--- src/rtl/mult_div_unit_if.sv ---
// ---------------------------------------------------------------------------
// mult_div_unit_if
// Request/result bundle between the decode stage and the HI/LO multiply/divide
// unit.
//
// Signals
//   i_enable  : pipeline enable (low freezes the unit)
//   i_start   : operation request
//   i_op      : operation code (NB_OP bits)
//   i_rs_data : operand A (dividend / multiplicand / MTHI-MTLO source)
//   i_rt_data : operand B (divisor / multiplier)
//   o_hi      : HI register
//   o_lo      : LO register
//   o_busy    : MULT/DIV in progress (stall request)
//   o_done    : one-cycle pulse when HI/LO take a MULT/DIV result
//
// Modports
//   master : requester (decode stage / testbench)
//   slave  : the multiply/divide unit
// ---------------------------------------------------------------------------
interface mult_div_unit_if #(
    parameter int LEN   = 32,
    parameter int NB_OP = 3
);
    logic             i_enable;
    logic             i_start;
    logic [NB_OP-1:0] i_op;
    logic [LEN-1:0]   i_rs_data;
    logic [LEN-1:0]   i_rt_data;
    logic [LEN-1:0]   o_hi;
    logic [LEN-1:0]   o_lo;
    logic             o_busy;
    logic             o_done;

    modport master (
        output i_enable, i_start, i_op, i_rs_data, i_rt_data,
        input  o_hi, o_lo, o_busy, o_done
    );

    modport slave (
        input  i_enable, i_start, i_op, i_rs_data, i_rt_data,
        output o_hi, o_lo, o_busy, o_done
    );
endinterface

--- src/rtl/mult_div_unit.sv ---
// ---------------------------------------------------------------------------
// mult_div_unit
// Iterative HI/LO multiply/divide unit. MULT/MULTU use a radix-2 shift-add
// multiplier, DIV/DIVU a radix-2 restoring divider, both on operand
// magnitudes with sign fix-up in a final FIX cycle. Latency is 33 enabled
// cycles from the accept edge to HI/LO valid. MTHI/MTLO write in one edge.
//
// Ports
//   i_clk : clock, all state updates on the rising edge
//   i_rst : synchronous, active-low reset
//   bus   : mult_div_unit_if.slave (request, operands, HI/LO, busy, done)
// ---------------------------------------------------------------------------
module mult_div_unit #(
    parameter int LEN   = 32,
    parameter int NB_OP = 3
) (
    input  logic             i_clk,
    input  logic             i_rst,
    mult_div_unit_if.slave   bus
);

    localparam logic [1:0] ST_IDLE = 2'd0;
    localparam logic [1:0] ST_MUL  = 2'd1;
    localparam logic [1:0] ST_DIV  = 2'd2;
    localparam logic [1:0] ST_FIX  = 2'd3;

    localparam logic [NB_OP-1:0] OP_MULT  = NB_OP'(0);
    localparam logic [NB_OP-1:0] OP_MULTU = NB_OP'(1);
    localparam logic [NB_OP-1:0] OP_DIV   = NB_OP'(2);
    localparam logic [NB_OP-1:0] OP_DIVU  = NB_OP'(3);
    localparam logic [NB_OP-1:0] OP_MTHI  = NB_OP'(4);
    localparam logic [NB_OP-1:0] OP_MTLO  = NB_OP'(5);

    localparam logic [4:0] CNT_LAST = 5'(LEN - 1);

    logic [1:0]     state;
    logic [4:0]     cnt;
    // m_reg: multiplicand magnitude (MUL) or divisor magnitude (DIV).
    logic [LEN-1:0] m_reg;
    // {p_hi, p_lo}: running product (MUL) or {remainder, dividend/quotient} (DIV).
    logic [LEN-1:0] p_hi;
    logic [LEN-1:0] p_lo;
    logic [LEN-1:0] a_raw;       // original dividend, returned as HI on divide by zero
    logic           neg_main;    // negate product (MUL) or quotient (DIV)
    logic           neg_rem;     // negate remainder (DIV)
    logic           div_zero;
    logic           is_div;
    logic [LEN-1:0] hi_q;
    logic [LEN-1:0] lo_q;
    logic           busy_q;
    logic           done_q;

    // ---------------- operand preparation at accept ----------------
    logic           op_signed;
    logic           sign_a;
    logic           sign_b;
    logic [LEN-1:0] abs_a;
    logic [LEN-1:0] abs_b;

    assign op_signed = (bus.i_op == OP_MULT) || (bus.i_op == OP_DIV);
    assign sign_a    = op_signed & bus.i_rs_data[LEN-1];
    assign sign_b    = op_signed & bus.i_rt_data[LEN-1];
    assign abs_a     = sign_a ? (~bus.i_rs_data + 1'b1) : bus.i_rs_data;
    assign abs_b     = sign_b ? (~bus.i_rt_data + 1'b1) : bus.i_rt_data;

    // ---------------- one multiply iteration ----------------
    // Add the multiplicand when the current multiplier bit is set, then shift
    // the whole {sum, p_lo} pair right; the carry lands in the top of p_hi.
    logic [LEN:0] mul_sum;
    assign mul_sum = {1'b0, p_hi} + (p_lo[0] ? {1'b0, m_reg} : '0);

    // ---------------- one restoring-divide iteration ----------------
    // Shift the next dividend bit into the partial remainder and try to
    // subtract the divisor; a clear borrow bit means the quotient bit is 1.
    logic [LEN:0] div_shift;
    logic [LEN:0] div_diff;
    logic         div_ok;
    assign div_shift = {p_hi, p_lo[LEN-1]};
    assign div_diff  = div_shift - {1'b0, m_reg};
    assign div_ok    = ~div_diff[LEN];

    // ---------------- sign correction for the FIX edge ----------------
    logic [2*LEN-1:0] prod_raw;
    logic [2*LEN-1:0] prod_fix;
    logic [LEN-1:0]   quot_fix;
    logic [LEN-1:0]   rem_fix;
    logic [LEN-1:0]   hi_res;
    logic [LEN-1:0]   lo_res;

    assign prod_raw = {p_hi, p_lo};
    assign prod_fix = neg_main ? (~prod_raw + 1'b1) : prod_raw;
    assign quot_fix = neg_main ? (~p_lo + 1'b1) : p_lo;
    assign rem_fix  = neg_rem  ? (~p_hi + 1'b1) : p_hi;

    // NOTE: every output of this block gets a default first, so no path can
    // leave a value unassigned and infer a latch.
    always_comb begin
        hi_res = prod_fix[2*LEN-1:LEN];
        lo_res = prod_fix[LEN-1:0];
        if (is_div) begin
            if (div_zero) begin
                hi_res = a_raw;
                lo_res = '1;
            end else begin
                hi_res = rem_fix;
                lo_res = quot_fix;
            end
        end
    end

    // ---------------- state machine and datapath ----------------
    // NOTE: sequential state uses non-blocking assignments only, so every
    // register samples values from before the edge regardless of order.
    always_ff @(posedge i_clk) begin
        if (!i_rst) begin
            state    <= ST_IDLE;
            cnt      <= '0;
            m_reg    <= '0;
            p_hi     <= '0;
            p_lo     <= '0;
            a_raw    <= '0;
            neg_main <= 1'b0;
            neg_rem  <= 1'b0;
            div_zero <= 1'b0;
            is_div   <= 1'b0;
            hi_q     <= '0;
            lo_q     <= '0;
            busy_q   <= 1'b0;
            done_q   <= 1'b0;
        end else if (!bus.i_enable) begin
            // Frozen pipeline: everything holds except the done pulse, which
            // is re-issued on the FIX edge once enable returns.
            done_q <= 1'b0;
        end else begin
            done_q <= 1'b0;
            case (state)
                ST_IDLE: begin
                    if (bus.i_start) begin
                        case (bus.i_op)
                            OP_MULT, OP_MULTU: begin
                                state    <= ST_MUL;
                                cnt      <= '0;
                                busy_q   <= 1'b1;
                                m_reg    <= abs_a;
                                p_hi     <= '0;
                                p_lo     <= abs_b;
                                a_raw    <= bus.i_rs_data;
                                neg_main <= sign_a ^ sign_b;
                                neg_rem  <= 1'b0;
                                div_zero <= 1'b0;
                                is_div   <= 1'b0;
                            end
                            OP_DIV, OP_DIVU: begin
                                state    <= ST_DIV;
                                cnt      <= '0;
                                busy_q   <= 1'b1;
                                m_reg    <= abs_b;
                                p_hi     <= '0;
                                p_lo     <= abs_a;
                                a_raw    <= bus.i_rs_data;
                                neg_main <= sign_a ^ sign_b;
                                neg_rem  <= sign_a;
                                div_zero <= (bus.i_rt_data == '0);
                                is_div   <= 1'b1;
                            end
                            OP_MTHI: hi_q <= bus.i_rs_data;
                            OP_MTLO: lo_q <= bus.i_rs_data;
                            default: ;  // no-op codes
                        endcase
                    end
                end

                ST_MUL: begin
                    p_hi <= mul_sum[LEN:1];
                    p_lo <= {mul_sum[0], p_lo[LEN-1:1]};
                    cnt  <= cnt + 5'd1;
                    if (cnt == CNT_LAST) state <= ST_FIX;
                end

                ST_DIV: begin
                    p_hi <= div_ok ? div_diff[LEN-1:0] : div_shift[LEN-1:0];
                    p_lo <= {p_lo[LEN-2:0], div_ok};
                    cnt  <= cnt + 5'd1;
                    if (cnt == CNT_LAST) state <= ST_FIX;
                end

                ST_FIX: begin
                    hi_q   <= hi_res;
                    lo_q   <= lo_res;
                    done_q <= 1'b1;
                    busy_q <= 1'b0;
                    state  <= ST_IDLE;
                end

                default: state <= ST_IDLE;
            endcase
        end
    end

    assign bus.o_hi   = hi_q;
    assign bus.o_lo   = lo_q;
    assign bus.o_busy = busy_q;
    assign bus.o_done = done_q;

endmodule

--- src/flat_wrapper.sv ---
// flat-port wrapper written by rule: the top's interface ports become plain ports
module mult_div_unit_flat 
#(
    parameter int LEN   = 32,
    parameter int NB_OP = 3
)
  (i_clk, i_rst, bus_i_enable, bus_i_start, bus_i_op, bus_i_rs_data, bus_i_rt_data, bus_o_hi, bus_o_lo, bus_o_busy, bus_o_done);
  mult_div_unit_if #(.LEN(LEN), .NB_OP(NB_OP)) bus_i ();
  input  logic i_clk;
  input  logic i_rst;
  input wire logic [$bits(bus_i.i_enable)-1:0] bus_i_enable;
  input wire logic [$bits(bus_i.i_start)-1:0] bus_i_start;
  input wire logic [$bits(bus_i.i_op)-1:0] bus_i_op;
  input wire logic [$bits(bus_i.i_rs_data)-1:0] bus_i_rs_data;
  input wire logic [$bits(bus_i.i_rt_data)-1:0] bus_i_rt_data;
  output wire logic [$bits(bus_i.o_hi)-1:0] bus_o_hi;
  output wire logic [$bits(bus_i.o_lo)-1:0] bus_o_lo;
  output wire logic [$bits(bus_i.o_busy)-1:0] bus_o_busy;
  output wire logic [$bits(bus_i.o_done)-1:0] bus_o_done;
  assign bus_i.i_enable = bus_i_enable;
  assign bus_i.i_start = bus_i_start;
  assign bus_i.i_op = bus_i_op;
  assign bus_i.i_rs_data = bus_i_rs_data;
  assign bus_i.i_rt_data = bus_i_rt_data;
  assign bus_o_hi = bus_i.o_hi;
  assign bus_o_lo = bus_i.o_lo;
  assign bus_o_busy = bus_i.o_busy;
  assign bus_o_done = bus_i.o_done;
  mult_div_unit #(.LEN(LEN), .NB_OP(NB_OP)) u_core (.i_clk(i_clk), .i_rst(i_rst), .bus(bus_i));
endmodule
--- config.mk ---
export PLATFORM = sky130hd
export DESIGN_NAME = mult_div_unit_flat
export DESIGN_NICKNAME = d
export VERILOG_FILES = /design/src/rtl/mult_div_unit_if.sv /design/src/rtl/mult_div_unit.sv /design/src/flat_wrapper.sv
export SDC_FILE = /design/constraint.sdc
export NUM_CORES = 1
export LEC_CHECK = 0
export CAP_MARGIN = 20
export CORE_MARGIN = 5
export CORE_UTILIZATION = 57
export DETAILED_ROUTE_END_ITERATION = 10
export PLACE_DENSITY = 0.85
export SKIP_LAST_GASP = 1
export SYNTH_ARGS = -nofsm -noshare
export SYNTH_HDL_FRONTEND = slang
export SYNTH_SLANG_ARGS = --single-unit
--- constraint.sdc ---
create_clock -name i_clk -period 6.03 [get_ports i_clk]
set_input_delay 1.5075 -clock i_clk [delete_from_list [all_inputs] [get_ports i_clk]]
set_output_delay 1.5075 -clock i_clk [all_outputs]
set_load 0.05 [all_outputs]
# Word-level counts from Yosys, hierarchy flattened

Cells that the tools add are included.

Output and inout port bits: 66
Bits in registers: 205
Bits of input ports: 71
Logic and storage cells: 106

Muxes and demuxes: 38
Bitwise logic cells: 9
Reductions and logical operators: 22
Equal/unequal tests: 15
Add/subtract/negate cells: 8

Operator list:

| cell                                                                   | number |
|---|---|
| 32-bit two-way mux                                                     | 17 |
| 32-bit case mux with 2 select lines                                    | 4 |
| 32-bit case mux with 3 select lines                                    | 2 |
| 32-bit by 1-bit adder with 32-bit output (second input constant)       | 4 |
| 32-bit NOT                                                             | 4 |
| 64-bit by 1-bit adder with 64-bit output (second input constant)       | 1 |
| 64-bit two-way mux                                                     | 1 |
| 64-bit NOT                                                             | 1 |
| 4-bit AND reduction                                                    | 9 |
| 32-bit by 33-bit adder with 33-bit output                              | 1 |
| 33-bit by 32-bit subtractor with 33-bit output                         | 1 |
| 32-bit logical NOT                                                     | 1 |
| 5-bit two-way mux                                                      | 2 |
| 5-bit case mux with 2 select lines                                     | 1 |
| 2-bit != test (second input constant)                                  | 4 |
| 1-bit case mux with 2 select lines                                     | 4 |
| 3-bit by 2-bit equality test with 1-bit output (second input constant) | 2 |
| 3-bit equality test (second input constant)                            | 2 |
| 2-bit case mux with 3 select lines                                     | 1 |
| 2-bit nonzero test                                                     | 3 |
| 2-bit OR reduction                                                     | 3 |
| 5-bit by 1-bit adder with 5-bit output (second input constant)         | 1 |
| 5-bit equality test (second input constant)                            | 1 |
| 2-bit equality test (second input constant)                            | 2 |
| 16 further kinds                                                       | 20 |

# Logic depth before layout (Yosys ltp)

Word-level depth: 7
Depth in mapped cells: 14
Mapped depth without buffers: 12

# Least setup slack after synthesis

Ideal clock, no wire load.

Path type: input-to-reg
Start: input port bus_i_rs_data[4]
End: register u_core.p_lo[15]
Setup slack: 2114 ps
Required time: 5913 ps
Setup time: 117 ps
Buffers on the path: 2
Data arrival time: 3798 ps
Stages: 10
Cell sequence: buf_2 > or4_1 > or4_1 > nor4_2 > buf_2 > nand2_1 > o21ai_0 > xor2_1 > nand2_1 > a32o_1

Longest elaborated chain between the ends: 6

Ends and longest elaborated chain:

| what                                     | RTL line             | RTL |
|---|---|---|
| start, declared                          | flat_wrapper.sv:14   | `input wire logic [$bits(bus_i.i_rs_data)-1:0] bus_i_rs_data;` |
| 32-bit NOT                               | mult_div_unit.sv:63  | `assign abs_a = sign_a ? (~bus.i_rs_data + 1'b1) : bus.i_rs_data;` |
| 32-bit by 1-bit adder with 32-bit output | mult_div_unit.sv:63  |  |
| 32-bit two-way mux                       | mult_div_unit.sv:63  |  |
| 32-bit case mux with 2 select lines      | mult_div_unit.sv:139 | `case (bus.i_op)` |
| 32-bit two-way mux                       | mult_div_unit.sv:138 | `if (bus.i_start) begin` |
| 32-bit case mux with 3 select lines      | mult_div_unit.sv:136 | `case (state)` |
| end signal, assigned                     | mult_div_unit.sv:146 | `p_lo <= abs_b;` |
| end signal, assigned                     | mult_div_unit.sv:159 | `p_lo <= abs_a;` |
| end signal, assigned                     | mult_div_unit.sv:175 | `p_lo <= {mul_sum[0], p_lo[LEN-1:1]};` |
| end, declared                            | mult_div_unit.sv:42  | `logic [LEN-1:0] p_lo;` |

Every way passes these cells. The select of a mux whose other input is x is not followed.
A chain may end at the register's enable or synchronous reset.

# Worst setup path in the final report

Start: register u_core.p_lo[0]
End: register u_core.p_hi[31]

Longest elaborated chain between the ends: 3

Ends and longest elaborated chain:

| what                                      | RTL line             | RTL |
|---|---|---|
| 32-bit two-way mux                        | mult_div_unit.sv:70  | `assign mul_sum = {1'b0, p_hi} + (p_lo[0] ? {1'b0, m_reg} : '0);` |
| 32-bit by 33-bit adder with 33-bit output | mult_div_unit.sv:70  |  |
| 32-bit case mux with 3 select lines       | mult_div_unit.sv:136 |  |
| end signal, assigned                      | mult_div_unit.sv:174 | `p_hi <= mul_sum[LEN:1];` |
| end signal, assigned                      | mult_div_unit.sv:181 | `p_hi <= div_ok ? div_diff[LEN-1:0] : div_shift[LEN-1:0];` |
| end, declared                             | mult_div_unit.sv:41  | `logic [LEN-1:0] p_hi;` |

Every way passes these cells.

==> results.json <==
{
  "finalCritPeriodShare": 0.751,
  "relSlewSlack": 0.252,
  "dieArea_um2": 33900,
  "worstSetupPathType": "register to register",
  "hold_depth": 2,
  "holdPathEnd": "u_core.m_reg[19]",
  "htreeDepth": 1,
  "port_buffers": 136,
  "row_count": 63,
  "first_pass_iters": 6,
  "ioPinCount": 137,
  "yosysTopAreaCell": "dfxtp_1",
  "cts-root-buf": "clkbuf_16",
  "finalNonFillerCells": 2833,
  "initial_core_util": 0.579,
  "critPathMaxStageDelay_ns": 0.75,
  "clock_path_buffers": 3,
  "fin_skew_ns": 0.0204,
  "hpwl_um": 52300,
  "synth_cell_types": 75,
  "syn_area_um2": 17300,
  "gr-total-overflow": 0,
  "cts.clk_slew.worst_paths_ns": 0.06,
  "vdd_drop_max_mv": 0.294,
  "stdcell_area_um2": 19600,
  "p_clk_frac": 0.348,
  "first_iter_violations": 2704,
  "worst_pin_slew_ns": 1.12,
  "gp_congestion": 1.04,
  "drc": 0,
  "layout_setup_ws_ns": 1.50,
  "startpoint_type": "register",
  "fin_crit_ns": 4.53,
  "cts_tree": "done",
  "power_density_nw_per_um2": 231,
  "drt-vias-per-instance": 6.96,
  "track_usage": 0.407,
  "core_area_um2": 29800,
  "max_freq_ghz": 0.221,
  "tns_ns": 0,
  "internal-power_w": 0.00281,
  "switching_power_w": 0.00170,
  "cp-end-kind": "register",
  "p_sw_frac": 0.377,
  "r2r_cells": 13,
  "postCtsHoldBufs": 0,
  "areaGrowthSynthToFinish_pct": 13.3,
  "synth_top_area_frac": 0.238,
  "post_cts_buffers": 0,
  "grt_max_degree": 62,
  "path_cells": "inv_1 -> buf_4 -> nor2_1 -> ha_1 -> o21a_1 -> o31a_1 -> o31ai_1 -> a2111oi_0 -> buf_4 -> o311ai_0 -> a21oi_1 -> a311oi_1 -> o31ai_1",
  "cts.sinks": 205,
  "timing.hold.ws_ns": 0.441,
  "power_frac_seq": 0.343,
  "layout.cells.most_common_list": "nand2_1, a21oi_1, dfxtp_1",
  "synthCells": 2419,
  "place_area_um2": 18700,
  "grt_pass1_wl_um": 109000,
  "synthArstFlopShare": 0,
  "rsz0062_at_grt": "false",
  "clock_latency_ns": 0.56,
  "r2r_slack_ns": 1.50,
  "drtAntennaViolNets": 0,
  "setup_viol": 0,
  "maxCapViolCount": 0,
  "pwr-share-comb": 0.309,
  "final_common_cell": "nand2_1",
  "place_inst": 2785,
  "synthTopCellsByArea": "dfxtp_1, a21oi_1, nand2_1",
  "synth_edf_count": 0,
  "ys_warn_count": 0,
  "synth_nets": 2567,
  "dp_worst_setup_slack_ns": 1.18,
  "hold_violations": 0,
  "leakagePower_nw": 7.26,
  "wl_per_cell_um": 25.3,
  "rr_startpoint": "u_core.p_lo[0]",
  "grt_pass1_vias": 18441,
  "critPathArrivalTime_ns": 4.95,
  "ys_seq_area_frac": 0.238,
  "crit_buf_inv": 3,
  "hold_class": "register to register",
  "synth_ff_type": "dfxtp_1",
  "cts_buffers": 25,
  "final_nets": 2572,
  "status": "finished clean",
  "antenna_found_initial": 2,
  "dr_total_vias": 19714,
  "cts.repair.resized": 0,
  "slowest_stage": "o311ai_0",
  "die_h_um": 184,
  "timing.rr.end": "u_core.p_hi[31]",
  "crit_family": "compound AO/OA/AOI/OAI gates",
  "critPathMaxFanout": 22,
  "drive_above_1_share": 0.0516,
  "maxSlewViolCount": 0,
  "die_width_um": 184,
  "syn_avg_cell_area_um2": 7.14,
  "wl_um": 71800,
  "cp.required_ns": 6.45,
  "ys_ff_latch": 205,
  "min_from": "u_core.m_reg[19]"
}
[logic make-up (layout without fill, tap and decap cells)]
| family | count (synthesis) | in the layout | share of synthesized area |
|---|---|---|---|
| AO/OA/AOI/OAI | 831 | 831 | 0.311 |
| XOR/XNOR | 165 | 165 | 0.0837 |
| adder cells (fa/ha/maj) | 77 | 77 | 0.0567 |
| buffers and inverters | 280 | 303 | 0.0628 |
| flip-flops | 205 | 205 | 0.238 |
| multiplexers | 43 | 43 | 0.0253 |
| other | 0 | 1 | 0 |
| AND/OR/NAND/NOR | 818 | 818 | 0.223 |
[power groups by stage]
stage               logic (W)  clock network (W)  registers [W]
finish                0.00139            0.00157        0.00155
global route          0.00147            0.00164        0.00155
CTS                   0.00134            0.00157        0.00154
detailed placement    0.00134                  0        0.00157
global placement      0.00132                  0        0.00156
floorplan            0.000902                  0        0.00155
[per-layer routing]
layer	share of wire	GRT usage	vias up	wire length, µm
met3	0.11	0.0972	337	8090
met4	0.077	0.235	0	5520
met5	0	0	-	0
li1	-	-	8868	-
met1	0.37	0.512	9192	26900
met2	0.44	0.638	1317	31300
[worst reg2reg max path, stage by stage, from the launching register on]
cell and delay (ns):
dfxtp_1 0.41, inv_1 0.50, buf_4 0.40, nor2_1 0.11, ha_1 0.34, o21a_1 0.12, o31a_1 0.13, o31ai_1 0.54
a2111oi_0 0.24, buf_4 0.21, o311ai_0 0.75, a21oi_1 0.22, a311oi_1 0.32, o31ai_1 0.11
[synthesized netlist by cell type (all sizes together), types with 12 or more instances]
cell type and n:
o21a 17, nor2 169, inv 74, o21ai 177, nand2b 26, mux2i 41, a21oi 257, a21o 25
dfxtp 205, a31oi 32, and3 26, o41ai 16, nor4 29, nand2 311, nand3 70, nand4 26
or4 22, nor2b 12, or3 27, o211ai 39, xnor2 108, nor3 61, xor2 57, a22oi 33
ha 75, buf 30, clkbuf 176, o31ai 32, a22o 23, o221ai 45, a211oi 23
[worst max-delay path by stage]
stage                               to  slack [ns]             start  cells after the start
finish                 u_core.p_hi[31]        1.50    u_core.p_lo[0]                     13
global route           u_core.p_hi[31]        1.35    u_core.p_lo[0]                     13
CTS                    u_core.p_hi[31]        1.66   u_core.p_lo[31]                     12
detailed placement  u_core.bus.o_hi[9]        1.18             i_rst                      7
global placement    u_core.bus.o_hi[9]        1.23             i_rst                      7
floorplan              u_core.p_lo[15]        2.11  bus_i_rs_data[4]                     10
[area by class of cell]
type / count / area, µm²
multi-input cells: 1934 / 12100
fillers: 2727 / 10200
flip-flops and latches: 205 / 4110
repair buffers: 184 / 1730
clock buffers: 29 / 661
well taps: 390 / 488
inverters: 74 / 279
clock inverters: 16 / 181
diodes: 1 / 2.50
[stage by stage]
step,power (W),utilization
after floorplan,0.00245,-
after global placement,0.00288,0.627
after detailed placement,0.00290,0.627
after CTS,0.00445,0.655
after global routing,0.00466,0.656
final,0.00452,0.656
(Power assumes the default switching activity.)
==> patch 1, RTL diff (same settings) <==
`LEN` is set to 32 in 3 places; all go to 16.
--- a/src/rtl/mult_div_unit_if.sv
+++ b/src/rtl/mult_div_unit_if.sv
@@ -19,7 +19,7 @@
 //   slave  : the multiply/divide unit
 // ---------------------------------------------------------------------------
 interface mult_div_unit_if #(
-    parameter int LEN   = 32,
+    parameter int LEN   = 16,
     parameter int NB_OP = 3
 );
     logic             i_enable;
--- a/src/rtl/mult_div_unit.sv
+++ b/src/rtl/mult_div_unit.sv
@@ -11,7 +11,7 @@
 //   bus   : mult_div_unit_if.slave (request, operands, HI/LO, busy, done)
 // ---------------------------------------------------------------------------
 module mult_div_unit #(
-    parameter int LEN   = 32,
+    parameter int LEN   = 16,
     parameter int NB_OP = 3
 ) (
     input  logic             i_clk,
--- a/src/flat_wrapper.sv
+++ b/src/flat_wrapper.sv
@@ -1,7 +1,7 @@
 // flat-port wrapper written by rule: the top's interface ports become plain ports
 module mult_div_unit_flat 
 #(
-    parameter int LEN   = 32,
+    parameter int LEN   = 16,
     parameter int NB_OP = 3
 )
   (i_clk, i_rst, bus_i_enable, bus_i_start, bus_i_op, bus_i_rs_data, bus_i_rt_data, bus_o_hi, bus_o_lo, bus_o_busy, bus_o_done);
Interface: changed (resized bus_i_rs_data, bus_i_rt_data, bus_o_hi and bus_o_lo); port bits go from 137 to 73. No check against the original RTL was run, so the function may have changed too.
==> patch 1 against the unedited design <==
Routed wire length is 61% lower. Sequential power decreased by 50%. Sequential cell count fell by 96. Area after synthesis fell by 49%. Cell area down 50%. First-iteration DRC count shrank 50%. Power shrank 60%. Worst setup slack better by 0.62 ns. Die area decreased by 47%.
==> patch 1: results (changes against the unedited design) <==
.. list-table::
   :header-rows: 1

   * - Metric
     - Value
   * - Worst Tran Pin Value
     - 1.036 ns (-0.08193 ns)
   * - Post-Place Setup Slack
     - 1.835 ns (+0.6518 ns)
   * - Antenna violations before repair
     - 0 (-2)
   * - Clock tree skew after final layout
     - 0.01128 ns (-0.009076 ns)
   * - Insertion delay of the later-clocked pin in the worst-skew pair
     - 0.36 ns (-0.20 ns)
   * - R2R depth
     - 11 (-2)
   * - Proportion of synthesized chip area in sequential cells
     - 0.2490 (+0.01130)
   * - Synth top cells by count
     - 130 x sky130_fd_sc_hd__nand2_1, 119 x sky130_fd_sc_hd__a21oi_1, 113 x sky130_fd_sc_hd__nor2_1
   * - Count of input and output buffers
     - 72 (-47%)
   * - Site Rows
     - 45 (-29%)
   * - Filler Cells Inserted
     - 1321 (-52%)
   * - Dominant cells by area after synthesis
     - sky130_fd_sc_hd__dfxtp_1 25%, sky130_fd_sc_hd__a21oi_1 6.8%, sky130_fd_sc_hd__ha_1 6.1%, sky130_fd_sc_hd__xnor2_1 5.6%, sky130_fd_sc_hd__nand2_1 5.6%
   * - Vias in the first global route
     - 8401 (-54%)
   * - Share of power burned in combinational logic
     - 0.235 (-0.074)
   * - Data arrival, critical path
     - 4.13 ns (-0.82 ns)
   * - Placer's final routability congestion estimate
     - 0.9843 (-5.3%)
   * - Largest net degree at the start of global routing
     - 82 (+32%)
   * - Internal cell power
     - 1.231 mW (-56%)
   * - Worst supply voltage drop on vdd
     - 0.0001345 V (-54%)
   * - R2R setup slack
     - 2.13 ns (+0.62 ns)
   * - Post-layout nets
     - 1273 (-51%)
   * - Number of H-tree levels
     - 3 (+2)
   * - Number of iterations in the first detailed-routing pass
     - 5 (-1)
   * - Share of cells above drive strength 1
     - 0.04355 (-0.008046)
   * - Inserted Clock Buffers
     - 9 (-64%)
   * - Hold path depth
     - 2 (unchanged)
   * - Top fanout value on the critical path
     - 12 (-45%)
   * - Post-detail-place hpwl
     - 20080 um (-62%)
   * - Detailed-route vias per instance
     - 6.627 (-4.8%)
   * - Antenna cells
     - 0 (-1)
   * - Status
     - completed
   * - Maximum achievable frequency
     - 256.1 MHz (+16%)
   * - Static Leak
     - 3.685 nW (-49%)
   * - Global-route wire length before repair
     - 44080 um (-59%)
   * - Power drawn by the sequential cells
     - 0.776 mW (-50%)
## patch 1: worst min-delay path by stage
stage | startpoint | end | slack (ns)
global placement | u_core.m_reg[5]$_SDFFE_PN0P_ | u_core.m_reg[5]$_SDFFE_PN0P_ | 0.44
global route | u_core.a_raw[7]$_SDFFE_PN0P_ | u_core.a_raw[7]$_SDFFE_PN0P_ | 0.47
CTS | u_core.a_raw[14]$_SDFFE_PN0P_ | u_core.a_raw[14]$_SDFFE_PN0P_ | 0.46
floorplan | u_core.a_raw[4]$_SDFFE_PN0P_ | u_core.a_raw[4]$_SDFFE_PN0P_ | 0.43
finish | u_core.bus.o_lo[15]$_SDFFE_PN0P_ | u_core.bus.o_lo[15]$_SDFFE_PN0P_ | 0.46
detailed placement | u_core.bus.o_lo[7]$_SDFFE_PN0P_ | u_core.bus.o_lo[7]$_SDFFE_PN0P_ | 0.44
## patch 1: layout make-up
| cell class | instances | area, um2 | area share |
|---|---|---|---|
| inverters | 47 | 176.4 | 0.01808 |
| well taps | 188 | 235.2 | 0.02410 |
| flip-flops and latches | 109 | 2182 | 0.2236 |
| multi-input cells | 936 | 6053 | 0.6203 |
| clock inverters | 3 | 46.29 | 0.004744 |
| clock buffers | 13 | 240.2 | 0.02462 |
| repair buffers | 86 | 825.8 | 0.08462 |
## patch 1: through the flow
step,cells,instance area (um2)
finish,1382,9759
global route,1382,9759
CTS,1382,9759
detailed placement,1366,9473
global placement,1366,9473
floorplan,1182,8763
## patch 1: logic make-up (layout without fill, tap and decap cells)
| group | Yosys count | in the layout | share of synthesized area |
|---|---|---|---|
| AND/OR/NAND/NOR | 380 | 380 | 0.2017 |
| adder cells (fa/ha/maj) | 45 | 45 | 0.06596 |
| XOR/XNOR | 83 | 83 | 0.08295 |
| multiplexers | 44 | 44 | 0.05040 |
| buffers and inverters | 137 | 149 | 0.06139 |
| AO/OA/AOI/OAI | 384 | 384 | 0.2886 |
| flip-flops | 109 | 109 | 0.2490 |
## patch 1: worst max-delay path, cell delays in order, from the launching register on
cell	delay, ns
sky130_fd_sc_hd__dfxtp_1	0.52
sky130_fd_sc_hd__inv_1	0.11
sky130_fd_sc_hd__ha_1	0.24
sky130_fd_sc_hd__fa_1	0.41
sky130_fd_sc_hd__nand2b_1	0.18
sky130_fd_sc_hd__a21o_1	0.20
sky130_fd_sc_hd__a21oi_1	0.36
sky130_fd_sc_hd__a211oi_1	0.15
sky130_fd_sc_hd__a211oi_2	0.87
sky130_fd_sc_hd__buf_4	0.36
sky130_fd_sc_hd__mux2i_1	0.25
sky130_fd_sc_hd__o211ai_1	0.10
## patch 1: metal layers
metal / share of wire / global-route usage
met3: 0.094 / 0.06639
met1: 0.42 / 0.4055
met4: 0.042 / 0.1183
met5: 0 / 0
met2: 0.45 / 0.4778
==> patch 2, RTL diff (config.mk and constraints unchanged) <==
Made on the original files. Reset style: asynchronous (`i_rst`), changed in one clocked block. Comments in the files are not updated.
--- a/src/rtl/mult_div_unit.sv
+++ b/src/rtl/mult_div_unit.sv
@@ -111,7 +111,7 @@
     // ---------------- state machine and datapath ----------------
     // NOTE: sequential state uses non-blocking assignments only, so every
     // register samples values from before the edge regardless of order.
-    always_ff @(posedge i_clk) begin
+    always_ff @(posedge i_clk or negedge i_rst) begin
         if (!i_rst) begin
             state    <= ST_IDLE;
             cnt      <= '0;
Function: differs if i_rst is asserted again (counterexample within 4 cycles, from zero or initial values and one cycle with i_rst low); with i_rst held inactive, the same outputs for 4 cycles.
==> patch 2 against the unedited design <==
Cell area fell by 2.2%. Worst setup slack worse by 0.024 ns. Area after synthesis shrank 2.6%. Synthesized cell count shrank 8.6%. Via count is 11% lower. Routed wire length shrank 15%. Sequential cell count is the same. First-iteration DRC count decreased by 21%. Clock skew rose by 0.00061 ns. Hold slack improved by 0.038 ns. Critical endpoint is now u_core.p_hi[31]$_DFFE_PN0P_.
Power is not compared: it rests on default switching activity, and its combinational part moved more than twofold at a synthesized area within 25%.
==> patch 2: results (changes against the unedited design) <==
.. list-table::
   :header-rows: 1

   * - Metric
     - Value
   * - Max_slew headroom
     - 0.2756 (+0.02333)
   * - Number of iterations in the first detailed-routing pass
     - 7 (+1)
   * - Proportion of synthesized chip area in sequential cells
     - 0.3052 (+0.06747)
   * - Detailed-route vias per instance
     - 6.635 (-4.6%)
   * - Placer's final routability congestion estimate
     - 1.022 (-1.8%)
   * - Met2 Routed Length
     - 28250 um (-9.8%)
   * - Antenna violations before repair
     - 1 (-1)
   * - Fraction of met2 tracks used by global routing
     - 0.5758 (-0.06205)
   * - Clock tree skew after final layout
     - 0.02097 ns (+0.0006149 ns)
   * - Cell with the largest stage delay on the worst path
     - sky130_fd_sc_hd__a211oi_1
   * - Top fanout value on the critical path
     - 29 (+32%)
   * - Status
     - completed
   * - Average wire per standard cell
     - 23.12 um (-8.8%)
   * - Detail Route met3 WL
     - 5648 um (-30%)
   * - Global-route wire length before repair
     - 94480 um (-13%)
   * - Highest metal layer used by the detailed router
     - met5
   * - Total global routing track utilization
     - 0.3547 (-0.05242)
   * - Global routing usage on met3
     - 0.06563 (-0.03152)
   * - Share of cells above drive strength 1
     - 0.04087 (-0.01073)
   * - Met1 Routed Length
     - 23440 um (-13%)
   * - Largest net degree at the start of global routing
     - 120 (+94%)
   * - Primary flip-flop cell chosen by synthesis mapping
     - sky130_fd_sc_hd__dfrtp_1
   * - Met1 capacity usage during global routing
     - 0.4586 (-0.05311)
   * - Dominant cells by area after synthesis
     - sky130_fd_sc_hd__dfrtp_1 31%, sky130_fd_sc_hd__o21ai_0 8.4%, sky130_fd_sc_hd__nand2_1 8.1%, sky130_fd_sc_hd__ha_1 5.7%, sky130_fd_sc_hd__xnor2_1 5.5%
   * - Post-detail-place hpwl
     - 45280 um (-13%)
   * - Share of synthesized registers carrying an async set or reset
     - 1.000 (+1.000)
   * - Post-Place Setup Slack
     - 1.171 ns (-0.01216 ns)
   * - Synth top cells by count
     - 364 x sky130_fd_sc_hd__nand2_1, 282 x sky130_fd_sc_hd__o21ai_0, 205 x sky130_fd_sc_hd__dfrtp_1
## patch 2: worst paths after layout
| path | from | end | slack, ns | cells past startpoint |
|---|---|---|---|---|
| min in group asynchronous | i_rst | u_core.bus.o_lo[0]$_DFFE_PN0P_ | 1.00 | 1 |
| max | u_core.p_lo[0]$_DFFE_PN0P_ | u_core.p_hi[31]$_DFFE_PN0P_ | 1.48 | 14 |
| max in group asynchronous | i_rst | u_core.p_hi[24]$_DFFE_PN0P_ | 3.88 | 2 |
| min | u_core.a_raw[11]$_DFFE_PN0P_ | u_core.a_raw[11]$_DFFE_PN0P_ | 0.48 | 2 |
| min reg2reg | u_core.a_raw[11]$_DFFE_PN0P_ | u_core.a_raw[11]$_DFFE_PN0P_ | 0.48 | 2 |
| max reg2reg | u_core.p_lo[0]$_DFFE_PN0P_ | u_core.p_hi[31]$_DFFE_PN0P_ | 1.48 | 14 |
## patch 2: report_power, final
group	leakage [nW]	switching (mW)	internal, mW
sequential	2.61	0.799	1.99
clock	0.395	0.629	0.919
combinational	5.20	4.61	2.61
## patch 2: cell families after synthesis
family | share of synthesized area
XOR/XNOR | 0.08597
adder cells (fa/ha/maj) | 0.05895
flip-flops | 0.3052
AO/OA/AOI/OAI | 0.2868
AND/OR/NAND/NOR | 0.1916
multiplexers | 0.02010
buffers and inverters | 0.05143
## patch 2: worst register-to-register path, stage by stage, from the launching register on
cell,delay (ns)
sky130_fd_sc_hd__dfrtp_1,0.54
sky130_fd_sc_hd__inv_1,0.32
sky130_fd_sc_hd__buf_4,0.40
sky130_fd_sc_hd__nor2_1,0.10
sky130_fd_sc_hd__ha_1,0.37
sky130_fd_sc_hd__and2_1,0.22
sky130_fd_sc_hd__a41o_1,0.23
sky130_fd_sc_hd__a41o_1,0.23
sky130_fd_sc_hd__o31ai_1,0.38
sky130_fd_sc_hd__nand2_1,0.13
sky130_fd_sc_hd__a211oi_1,0.74
sky130_fd_sc_hd__o211ai_1,0.25
sky130_fd_sc_hd__o2111ai_1,0.16
sky130_fd_sc_hd__o211ai_1,0.12
sky130_fd_sc_hd__a211o_1,0.26
## patch 2: through the flow
step	power, mW	hold slack [ns]	instances	cell area, um2
after floorplan	7.734	0.4368	2211	16810
after global placement	9.649	0.4592	2589	18250
final	11.55	0.4787	2635	19130
after detailed placement	9.805	0.4621	2589	18250
after CTS	11.38	0.4763	2632	19070
after global routing	12.29	0.4969	2635	19130
## patch 2: area by class of cell
type                            instances  area share
Clock inverter                          6    0.004840
Sequential cell                       205      0.2682
Timing Repair Buffer                  161     0.08385
Inverter                               63     0.01236
Clock buffer                           37     0.03820
Multi-Input combinational cell       1779      0.5675
Tap cell                              384     0.02512
